$ cat config.mk
export PLATFORM = sky130hd
export DESIGN_NAME = serial_sub_flat
export DESIGN_NICKNAME = d
export VERILOG_FILES = /design/src/rtl/serial_sub_if.sv /design/src/rtl/serial_sub.sv /design/src/flat_wrapper.sv
export SDC_FILE = /design/constraint.sdc
export NUM_CORES = 1
export LEC_CHECK = 0
export CAP_MARGIN = 20
export CORE_UTILIZATION = 40
export CTS_CLUSTER_DIAMETER = 200
export DETAILED_ROUTE_END_ITERATION = 10
export PLACE_DENSITY_LB_ADDON = 0.15
export SETUP_SLACK_MARGIN = 0.4
export SYNTH_ARGS = -nofsm -noshare
export SYNTH_HDL_FRONTEND = slang
export SYNTH_SLANG_ARGS = --single-unit
$ cat constraint.sdc
create_clock -name clk -period 1.7 [get_ports clk]
set_input_delay 0.34 -clock clk [delete_from_list [all_inputs] [get_ports clk]]
set_output_delay 0.34 -clock clk [all_outputs]
set_load 0.1 [all_outputs]
$ cat src/rtl/serial_sub_if.sv
// Handshake and operand/result bundle for the bit-serial subtractor.
// The controller side uses the master modport; the subtractor uses slave.
interface serial_sub_if #(
   parameter int WIDTH = 8
);
   logic             start;
   logic [WIDTH-1:0] a;
   logic [WIDTH-1:0] b;
   logic             busy;
   logic             done;
   logic [WIDTH-1:0] diff;
   logic             borrow_out;
   logic             ovf;
   logic             zero;

   modport master (
      output start, a, b,
      input  busy, done, diff, borrow_out, ovf, zero
   );

   modport slave (
      input  start, a, b,
      output busy, done, diff, borrow_out, ovf, zero
   );
endinterface

$ cat src/rtl/serial_sub.sv
// Bit-serial LSB-first subtractor: diff = a - b, one bit per clock through a
// single borrow flip-flop. Results land in output registers on the cycle after
// the done pulse and are held until the next operation completes.
module serial_sub #(
   parameter int WIDTH = 8
) (
   input  logic         clk,
   input  logic         rst,
   serial_sub_if.slave  bus
);
   localparam int CW = $clog2(WIDTH);

   typedef enum logic [1:0] {
      IDLE  = 2'd0,
      SHIFT = 2'd1,
      DONE  = 2'd2
   } state_t;

   state_t           state_reg;
   state_t           state_next;

   logic [WIDTH-1:0] sa_reg;
   logic [WIDTH-1:0] sb_reg;
   logic [WIDTH-1:0] res_reg;
   logic             br_reg;
   logic [CW-1:0]    cnt_reg;
   logic             a_msb_reg;
   logic             b_msb_reg;

   logic [WIDTH-1:0] diff_reg;
   logic             borrow_reg;
   logic             ovf_reg;
   logic             zero_reg;

   logic             bit_d;
   logic             br_next;
   logic             last_bit;

   // One full-subtractor slice operating on the current LSBs.
   assign bit_d    = sa_reg[0] ^ sb_reg[0] ^ br_reg;
   assign br_next  = (~sa_reg[0] & sb_reg[0]) | (~(sa_reg[0] ^ sb_reg[0]) & br_reg);
   assign last_bit = (cnt_reg == CW'(WIDTH - 1));

   // State register.
   always_ff @(posedge clk) begin
      if (rst) begin
         state_reg <= IDLE;
      end else begin
         state_reg <= state_next;
      end
   end

   // Next-state logic; start is only looked at while idle, so no queuing.
   always_comb begin
      state_next = state_reg;
      case (state_reg)
         IDLE:    if (bus.start) state_next = SHIFT;
         SHIFT:   if (last_bit)  state_next = DONE;
         DONE:    state_next = IDLE;
         default: state_next = IDLE;
      endcase
   end

   // Operand load, serial datapath and result capture.
   always_ff @(posedge clk) begin
      if (rst) begin
         sa_reg     <= '0;
         sb_reg     <= '0;
         res_reg    <= '0;
         br_reg     <= 1'b0;
         cnt_reg    <= '0;
         a_msb_reg  <= 1'b0;
         b_msb_reg  <= 1'b0;
         diff_reg   <= '0;
         borrow_reg <= 1'b0;
         ovf_reg    <= 1'b0;
         zero_reg   <= 1'b0;
      end else begin
         case (state_reg)
            IDLE: begin
               if (bus.start) begin
                  sa_reg    <= bus.a;
                  sb_reg    <= bus.b;
                  res_reg   <= '0;
                  br_reg    <= 1'b0;
                  cnt_reg   <= '0;
                  a_msb_reg <= bus.a[WIDTH-1];
                  b_msb_reg <= bus.b[WIDTH-1];
               end
            end
            SHIFT: begin
               sa_reg  <= {1'b0, sa_reg[WIDTH-1:1]};
               sb_reg  <= {1'b0, sb_reg[WIDTH-1:1]};
               res_reg <= {bit_d, res_reg[WIDTH-1:1]};
               br_reg  <= br_next;
               // Hold the counter on the last bit so it never wraps.
               if (!last_bit) begin
                  cnt_reg <= cnt_reg + CW'(1);
               end
            end
            DONE: begin
               diff_reg   <= res_reg;
               borrow_reg <= br_reg;
               zero_reg   <= (res_reg == '0);
               // Signed overflow: operands of differing sign and a result whose
               // sign differs from the minuend.
               ovf_reg    <= (a_msb_reg != b_msb_reg) && (res_reg[WIDTH-1] != a_msb_reg);
            end
            default: ;
         endcase
      end
   end

   assign bus.busy       = (state_reg == SHIFT);
   assign bus.done       = (state_reg == DONE);
   assign bus.diff       = diff_reg;
   assign bus.borrow_out = borrow_reg;
   assign bus.ovf        = ovf_reg;
   assign bus.zero       = zero_reg;
endmodule
$ cat src/flat_wrapper.sv
// flat-port wrapper written by rule: the top's interface ports become plain ports
module serial_sub_flat 
#(
   parameter int WIDTH = 8
)
  (clk, rst, bus_start, bus_a, bus_b, bus_busy, bus_done, bus_diff, bus_borrow_out, bus_ovf, bus_zero);
  serial_sub_if #(.WIDTH(WIDTH)) bus_i ();
  input  logic clk;
  input  logic rst;
  input wire logic [$bits(bus_i.start)-1:0] bus_start;
  input wire logic [$bits(bus_i.a)-1:0] bus_a;
  input wire logic [$bits(bus_i.b)-1:0] bus_b;
  output wire logic [$bits(bus_i.busy)-1:0] bus_busy;
  output wire logic [$bits(bus_i.done)-1:0] bus_done;
  output wire logic [$bits(bus_i.diff)-1:0] bus_diff;
  output wire logic [$bits(bus_i.borrow_out)-1:0] bus_borrow_out;
  output wire logic [$bits(bus_i.ovf)-1:0] bus_ovf;
  output wire logic [$bits(bus_i.zero)-1:0] bus_zero;
  assign bus_i.start = bus_start;
  assign bus_i.a = bus_a;
  assign bus_i.b = bus_b;
  assign bus_busy = bus_i.busy;
  assign bus_done = bus_i.done;
  assign bus_diff = bus_i.diff;
  assign bus_borrow_out = bus_i.borrow_out;
  assign bus_ovf = bus_i.ovf;
  assign bus_zero = bus_i.zero;
  serial_sub #(.WIDTH(WIDTH)) u_core (.clk(clk), .rst(rst), .bus(bus_i));
endmodule
== Yosys cells after proc, flatten, opt, wreduce, memory -nomap -nowiden ==
Cells that the tools add are included.

* Bits of input ports: 19
* Flip-flop bits (word level): 43

* Bitwise operators: 7
* $add $sub $neg: 1
* Reduce and logical (&&, ||, !) cells: 8
* Multiplexer cells: 14
* Eq/ne operators: 8

{| class="wikitable"
|+ Operator list
! kind !! count
|-
| $pmux W8 S2 || 3
|-
| $mux W8 || 3
|-
| $logic_not A8 Y1 || 1
|-
| $mux W3 || 2
|-
| $pmux W3 S2 || 1
|-
| $reduce_and A2 Y1 || 3
|-
| $mux W2 || 2
|-
| $ne A2 B2 Y1 const B || 2
|-
| $pmux W2 S2 || 1
|-
| $add A3 B1 Y3 const B || 1
|-
| $eq A3 B3 Y1 const B || 1
|-
| $reduce_and A3 Y1 || 1
|-
| $and A1 B1 Y1 || 2
|-
| $eq A2 B1 Y1 const B || 1
|-
| $eq A2 B2 Y1 const B || 1
|-
| $logic_not A2 Y1 || 1
|-
| $ne A1 B1 Y1 || 2
|-
| $ne A2 B1 Y1 const B || 1
|-
| $not A1 Y1 || 2
|-
| $pmux W1 S2 || 1
|-
| $reduce_bool A2 Y1 || 1
|-
| $xor A1 B1 Y1 || 2
|-
| $logic_and A1 B1 Y1 || 1
|-
| $mux W1 || 1
|-
| $or A1 B1 Y1 || 1
|}

== Logic depth before layout (Yosys ltp) ==
Gate-level depths: netlist of the first run.

* Word-level depth: 5
* Gate-level depth with buffers: 7
* Mapped depth without buffers: 5

== Worst setup path after synthesis of the first run ==
OpenSTA, ideal clock, no wires.

* Kind: reg2out
* Start: register u_core.state_reg[0]
* End: output port bus_done
* Cell stages (with the launch flop): 5
* Slack: 0.205 ns
* Path buffers: 2
* Data arrival time: 1.155 ns
* Required time: 1.360 ns
* Cell sequence: dfxtp_1 > buf_2 > nand2b_1 > inv_1 > buf_2

* Cells in the longest elaborated chain, start to end: 1

{| class="wikitable"
|+ Ends and longest elaborated chain
! item !! RTL line !! RTL
|-
| start: declaration || serial_sub.sv:19 || <nowiki>state_t state_reg;</nowiki>
|-
| start signal: assignment || serial_sub.sv:49 || <nowiki>state_reg <= state_next;</nowiki>
|-
| $eq A2 B2 Y1 || serial_sub.sv:115 || <nowiki>assign bus.done = (state_reg == DONE);</nowiki>
|-
| end: declaration || flat_wrapper.sv:14 || <nowiki>output wire logic [$bits(bus_i.done)-1:0] bus_done;</nowiki>
|}

No other way between the ends.

== Worst setup path in the final report of the first run ==
Same ends and word-level chain as after synthesis.

==> metrics.yaml, run 1 <==
synthArstFlopShare: 0
finalClockSkew_ns: 0.00499
start_util: 0.433
p_total_mw: 2.02
antenna_cells: 0
crit_type: "flip-flop to output port"
clock_insertion_delay_worst_skew_ns: 0.29
fmax_mhz: 700
grt_antenna_before_repair: 0
via_per_inst: 5.20
die-area_sq_mm: 0.00476
cpPeakStageDelay_ns: 0.33
worst_r2r_path_depth: 7
drtAntennaViolNets: 0
status: "completed"
synth_top_cells_by_area: "dfxtp_1 (48%), a21oi_1 (8.1%), nand2_1 (7.5%)"
synth_nets: 228
clk_pin_slew_ns: 0.08
path_cells: "buf_6 -> nand2b_4 -> inv_4 -> buf_12"
vias: 1575
wirelength_microns: 4100
ys.flop_type: "dfxtp_1"
grt_pass1_wl_microns: 6370
gp_congestion: 0.711
core_sq_mm: 0.00414
cp_max_fo: 2
min_path_cells: 2
crit_family: "flip-flops"
worst_setup_path_start_kind: "flip-flop"
slew_headroom: 0.821
synth_area_leader_cell: "dfxtp_1"
synth_top_family_by_area: "compound AO/OA/AOI/OAI gates"
gr-usage-all-layers: 0.183
synth_top_cell_area_share: 0.480
worstMarginPinSlew_ns: 0.266
fp.dieW_microns: 69.0
nets: 274
finalSetupViolCount: 0
first_iter_violations: 49
critPathCaptureType: "output port"
grt_pass1_vias: 1440
syn_to_final_growth_pct: 45.8
htree_levels: 2
synth-simple-area-share: 0.192
clock_path_buffers: 2
synth_edf_count: 0
routedWlPerCell_microns: 13.5
rows: 23
yosysMostFrequentCell: "dfxtp_1"
dpl.hpwl_microns: 2480
crit_cells: 4
timing.max_cap.violations: 0
drc_errors: 0
rsz0062_at_grt: "true"
ys_top_cells_by_count: "dfxtp_1 (43), nand2_1 (36), a21oi_1 (29)"
power.density_mw_per_mm2: 771
drt_first_pass_iters: 4
hold_viol_final: 0
yosysSeqAreaShare: 0.480
cts_tree: "yes"
cts_hold_buf: 0
final.period_utilization: 0.840
netlist_area_sq_mm: 0.00179
crit_buf_inv: 3
synth_adder_area_share: 0.0251
peakVddDrop_v: 0.000447
period_minus_slack_ns: 1.43
grt_max_degree: 30
cts_root_buffer: "clkbuf_8"
avgSynthCellArea_sq_um: 8.71
synthXorXnorAreaFrac: 0
place_area_sq_mm: 0.00232
ys_ff_latch: 43
ios: 32
synth_mux_area_frac: 0.0112
io_buffers: 31
p_leak_nw: 0.985
r2r_slack_ns: 0.36
slew_viol_final: 0
drive_gt1_frac: 0.292
crit_arrival_ns: 1.09
hold_class: "flip-flop to flip-flop"
fin_area_sq_mm: 0.00262
required_ns: 1.36
grt-ovfl-total: 0
synth_compound_area_frac: 0.240
yosysUniqueCellTypes: 32
yosys_warnings: 0
cts_made_buffers: 5
die_h_microns: 69.0
cts.sinks: 43
syn-instance-count: 206
slowest_stage: "dfxtp_2"
finalSetupTns_ns: 0
## final cells by class
type                       instances  area [sq um]
multi-input combinational        145           915
clock inverter                     2          12.5
inverter                           3          21.3
clock buffer                       6          72.6
timing repair buffer              52           654
tap                               50          62.6
timing repair inverter             2          12.5
sequential                        43           866
fill                             344          1530
## cells by family after synthesis
family	count (synthesis)
and+or+nand+nor	80
AOI/OAI and AO/OA	60
muxes	2
buffers and inverters	18
adders and majority gates	3
DFF	43
## per-layer routing
metal	routed length, microns	global-route usage	vias to the layer above
met1	1950	0.235	728
met2	1890	0.295	35
met5	0	0	-
li1	-	-	805
met4	62	0.0765	0
met3	191	0.0395	7
## tightest hold or removal path: stages, from the launching register on
cell and delay (ns):
dfxtp_1 0.33, nand2_1 0.06, a21oi_1 0.05
## timing repair
action | 4_1_cts | 5_1_grt
setup buffers | 5 | 3
cloned | 1 | 3
pin swaps | 0 | 13
setup endpoints to repair | 21 | 25
resized for setup | 15 | 18
## stage by stage
step           setup WS (ns)   util  std cells  hold WS [ns]
6_report               0.272  0.631        303         0.490
5_1_grt                0.231  0.631        303         0.505
4_1_cts                0.263  0.603        297         0.486
3_5_place_dp          0.0334  0.561        283         0.470
3_3_place_gp          0.0667  0.561        283         0.466
2_1_floorplan          0.401      -        206         0.444
## placed cells by master, fill, tap and decap left out, types with 3 or more instances in the layout
cell type | Yosys | final
buf_4 | 2 | 14
clkdlybuf4s50_1 | 0 | 17
a21oi_2 | 0 | 6
nand2_1 | 36 | 36
a211oi_1 | 4 | 4
nor2b_1 | 4 | 4
buf_12 | 0 | 15
dfxtp_1 | 43 | 41
a21oi_1 | 29 | 23
a211oi_2 | 9 | 9
clkbuf_8 | 0 | 5
nor2_1 | 26 | 26
o21ai_1 | 0 | 3
a22oi_1 | 8 | 6
buf_6 | 1 | 4
## power breakdown
group / internal (mW) / switching [mW] / total [mW]
Combinational: 0.164 / 0.161 / 0.325
Sequential: 1.05 / 0.0291 / 1.08
Clock: 0.287 / 0.330 / 0.617
Total: 1.50 / 0.520 / 2.02
## path summary, 6_finish.rpt
kind,from,end
hold / removal,u_core.res_reg[0],u_core.bus.diff[0]
hold reg to reg,u_core.res_reg[0],u_core.bus.diff[0]
setup reg to reg,u_core.state_reg[0],u_core.res_reg[0]
setup / recovery,u_core.state_reg[0],bus_done
Power figures use the tool's default switching activity.
==> run 2, diff against run 1 <==
- clock period: 1.7 -> 1.35 ns (I/O delays scaled with it)
==> run 2 against run 1 <==
Net effect: the run now ends with setup timing left; non-clock buffer count increased by 25; sequential share of layout area decreased by 7.2 points; clock power increased by 38%; clock skew increased by 0.0031 ns; register-to-register slack got worse by 0.42 ns; worst hold slack got worse by 0.0047 ns; routed wire length increased by 61%; final cell count increased by 7.6%; via count increased by 18%; die area unchanged; power increased by 42%; critical endpoint is now u_core.sa_reg[1]; largest power group unchanged; highest routed layer unchanged.
==> metrics.yaml, run 2 (synthesis results as in run 1) <==
status: "finished with violations"
failed_checks: "setup timing"
cts_tree: "yes"
start_util: 0.433
placedCellCount: 285
core_sq_mm: 0.00414
power.density_mw_per_mm2: 815
vias: 1862
period_minus_slack_ns: 1.41
final_cell_mix: "dfxtp_1 (27), nand2_1 (23), buf_12 (20)"
via_per_inst: 5.71
worst_setup_path_start_kind: "flip-flop"
cts_hold_buf: 0
p_leak_nw: 1.27
crit_type: "flip-flop to flip-flop"
nets: 298
grt_antenna_before_repair: 0
hold_class: "flip-flop to flip-flop"
gp_congestion: 0.707
rsz0062_at_grt: "true"
die_h_microns: 69.0
worstMarginPinSlew_ns: 0.407
grt_pass1_wl_microns: 8430
timing.max_cap.violations: 0
cts.sinks: 43
fp.dieW_microns: 69.0
clock_insertion_delay_worst_skew_ns: 0.30
cts_made_buffers: 5
startpoint: "u_core.state_reg[1]"
grt_max_degree: 16
hold_path.startpoint: "u_core.bus.diff[6]"
routedWlPerCell_microns: 20.2
htree_levels: 2
first_iter_violations: 79
finalClockSkew_ns: 0.00808
drc_errors: 0
hold_viol_final: 0
cp_max_fo: 6
drt_first_pass_iters: 4
fin_area_sq_mm: 0.00351
place_ws_ns: -0.217
ios: 32
slew_headroom: 0.726
instances_no_fill: 326
place_area_sq_mm: 0.00246
final_common_cell: "dfxtp_1"
grt_pass1_vias: 1728
critPathCaptureType: "flip-flop"
required_ns: 1.54
crit_arrival_ns: 1.60
r2r-start: "u_core.state_reg[1]"
fin_hold_ws_ns: 0.486
cts_root_buffer: "clkbuf_8"
rows: 23
final.period_utilization: 1.04
drtAntennaViolNets: 0
drive_gt1_frac: 0.641
antenna_cells: 0
finalSetupViolCount: 11
die-area_sq_mm: 0.00476
dpl.hpwl_microns: 2830
clk_pin_slew_ns: 0.08
peakVddDrop_v: 0.000715
clock_path_buffers: 2
io_buffers: 31
fin_ws_ns: -0.0582
gr-usage-all-layers: 0.247
syn_to_final_growth_pct: 95.7
fmax_mhz: 710
slew_viol_final: 0
wirelength_microns: 6600
grt-ovfl-total: 0
run 2: cell types whose count changed in the layout (fill, tap and decap cells not counted), moves of 9 or more:
cell and delta:
a21oi_1 -20, dfxtp_1 -14, nand2_1 -13, a21oi_4 +11, dfxtp_4 +10, nor2_1 -10
a21oi_2 +9, nand2_4 +9
run 2: worst max-delay path: stages, from the launching register on:
cell and delay, ns:
dfxtp_4 0.37, buf_6 0.12, o21bai_4 0.17, buf_12 0.14
buf_12 0.12, buf_16 0.14, a21oi_4 0.13, a211oi_2 0.09
run 2: stage by stage:
stage           util  setup TNS [ns]  power, mW
3_5_place_dp   0.593           -4.01       1.75
4_1_cts        0.720               0       2.68
3_3_place_gp   0.593           -3.56       1.75
2_1_floorplan      -               0       1.63
6_report       0.848          -0.205       2.86
5_1_grt        0.848          -0.623       2.96
run 2: power breakdown:
part,switching (mW),internal (mW)
clock,0.447,0.402
sequential,0.0701,1.30
combinational,0.309,0.336
run 2: layout make-up:
cell class	count	area [sq um]
Sequential cell	43	908
Timing Repair inverter	1	8.76
Tap cell	50	62.6
Timing Repair Buffer	77	1060
Multi-Input combinational cell	145	1360
Clock buffer	6	82.6
Clock inverter	1	5.00
Fill cell	187	632
Inverter	3	28.8
run 2: worst paths after layout:
path                                            to  slack [ns]  cells after the start
worst min-delay path            u_core.bus.diff[6]        0.49                      2
worst min register to register  u_core.bus.diff[6]        0.49                      2
worst max register to register    u_core.sa_reg[1]       -0.06                      7
worst max-delay path              u_core.sa_reg[1]       -0.06                      7
run 2: layer usage:
layer	vias to the layer above	wire [microns]	global-route usage
li1	858	-	-
met4	0	141	0.0842
met2	52	3290	0.430
met1	936	2900	0.307
met3	16	262	0.0411
met5	-	0	0
run 2: repair_timing:
| item | 4_1_cts | 5_1_grt |
|---|---|---|
| endpoints found under the setup margin | 56 | 56 |
| gates cloned | 4 | 2 |
| buffers inserted | 17 | 11 |
| resized for setup | 52 | 86 |
| pin swaps | 22 | 30 |
| endpoints found under the hold margin | 0 | 0 |
==> run 3, diff against run 2 <==
- CTS_CLUSTER_SIZE: default -> 28
- PLACE_DENSITY_LB_ADDON: 0.15 -> default
==> run 3 against run 2 <==
Net effect: the flow now finishes without violations; highest routed layer unchanged; via count decreased by 11%; final area fell by 12%; critical path depth is 4 lower; non-clock buffer count down 16; largest power group unchanged; sequential share of layout area grew 3.0 points; core utilization is 10 points lower; first-iteration DRC count increased by 2.5%.
==> metrics.yaml, run 3 (synthesis results as in run 1) <==
final_common_cell: "dfxtp_1"
drtAntennaViolNets: 0
grt_antenna_before_repair: 0
core_sq_mm: 0.00414
power.density_mw_per_mm2: 969
final.period_utilization: 0.992
gr-usage-all-layers: 0.211
fin_area_sq_mm: 0.00310
finalClockSkew_ns: 0.00546
dpl.hpwl_microns: 2800
clk_pin_slew_ns: 0.08
clock_insertion_delay_worst_skew_ns: 0.29
nFillCells: 283
fin_ws_ns: 0.0110
finalSetupTns_ns: 0
cts_tree: "yes"
clock_path_buffers: 2
fin_util: 0.747
syn_to_final_growth_pct: 72.5
place_ws_ns: -0.188
peakVddDrop_v: 0.000956
io_buffers: 31
crit_arrival_ns: 1.07
worst_setup_path_start_kind: "flip-flop"
start_util: 0.433
fp.dieW_microns: 69.0
final_cell_mix: "dfxtp_1 (26), nand2_1 (24), nor2_1 (23)"
drive_gt1_frac: 0.511
cp_max_fo: 3
routedWlPerCell_microns: 15.6
antenna_cells: 0
critPathCaptureType: "output port"
seq_area_sq_um: 895
grt_max_degree: 31
ios: 32
hold_viol_final: 0
slew_viol_final: 0
timing.max_cap.violations: 0
first_iter_violations: 81
finalSetupViolCount: 0
required_ns: 1.08
vias: 1665
wirelength_microns: 4880
grt_pass1_vias: 1596
die-area_sq_mm: 0.00476
htree_levels: 2
rows: 23
period_minus_slack_ns: 1.34
fmax_mhz: 747
hold_class: "flip-flop to flip-flop"
status: "completed"
grt_pass1_wl_microns: 7290
cts_made_buffers: 5
cts_root_buffer: "clkbuf_8"
multiInputGateArea_sq_mm: 0.00110
slew_headroom: 0.798
via_per_inst: 5.34
rsz0062_at_grt: "true"
nets: 283
worstMarginPinSlew_ns: 0.302
grt-ovfl-total: 0
die_h_microns: 69.0
drt_first_pass_iters: 4
p_leak_nw: 1.19
place_area_sq_mm: 0.00247
drc_errors: 0
gp_congestion: 0.742
crit_type: "flip-flop to output port"
cts.sinks: 43
[run 3: changes by cell type in the layout (fill, tap and decap cells not counted), sizes merged]
cell	previous run	this run
clkbuf	8	9
bufbuf	0	1
buf	57	39
inv	4	5
bufinv	0	2
clkinv	1	0
[run 3: final cells by class]
type	instances	area share
tap	50	0.0202
clock inverter	2	0.0194
timing repair buffer	61	0.277
sequential	43	0.289
inverter	3	0.0101
clock buffer	6	0.0234
timing repair inverter	2	0.00566
multi-input combinational	145	0.355
[run 3: metrics by stage]
stage          power, mW  hold WS [ns]  cells
3_3_place_gp        1.75         0.464    281
4_1_cts             3.02         0.482    303
3_5_place_dp        1.76         0.467    281
2_1_floorplan       1.63         0.415    206
5_1_grt             3.12         0.490    312
6_report            3.00         0.476    312
[run 3: power breakdown]
| group | leakage [nW] | switching (mW) | total, mW | internal (mW) |
|---|---|---|---|---|
| combinational | 0.765 | 0.224 | 0.468 | 0.244 |
| sequential | 0.361 | 0.0461 | 1.36 | 1.31 |
| clock | 0.0654 | 0.434 | 1.17 | 0.739 |
[run 3: critical path, cell delays in order (launching register included)]
cell      delay (ns)
dfxtp_4         0.36
nand2b_4        0.18
inv_12          0.07
buf_12          0.16
[run 3: path summary, 6_finish.rpt]
check	start	endpoint	slack, ns	depth (start not counted)
hold / removal	u_core.bus.diff[4]	u_core.bus.diff[4]	0.48	2
hold reg to reg	u_core.bus.diff[4]	u_core.bus.diff[4]	0.48	2
setup / recovery	u_core.state_reg[1]	bus_busy	0.01	3
setup reg to reg	u_core.state_reg[1]	u_core.res_reg[1]	0.01	6
[run 3: metal layers]
layer,part of all wire,up-vias,track usage,routed length [microns]
li1,-,825,-,-
met1,0.47,801,0.258,2290
met2,0.49,35,0.365,2370
met3,0.037,4,0.0477,179
met4,0.0086,0,0.0663,42
met5,0,-,0,0
[run 3: what timing repair did]
item,4_1_cts,5_1_grt
hold buffers,0,0
pin swaps,9,19
gates cloned,4,2
setup buffers,10,7
resized for setup,25,42
setup endpoints to repair,56,56
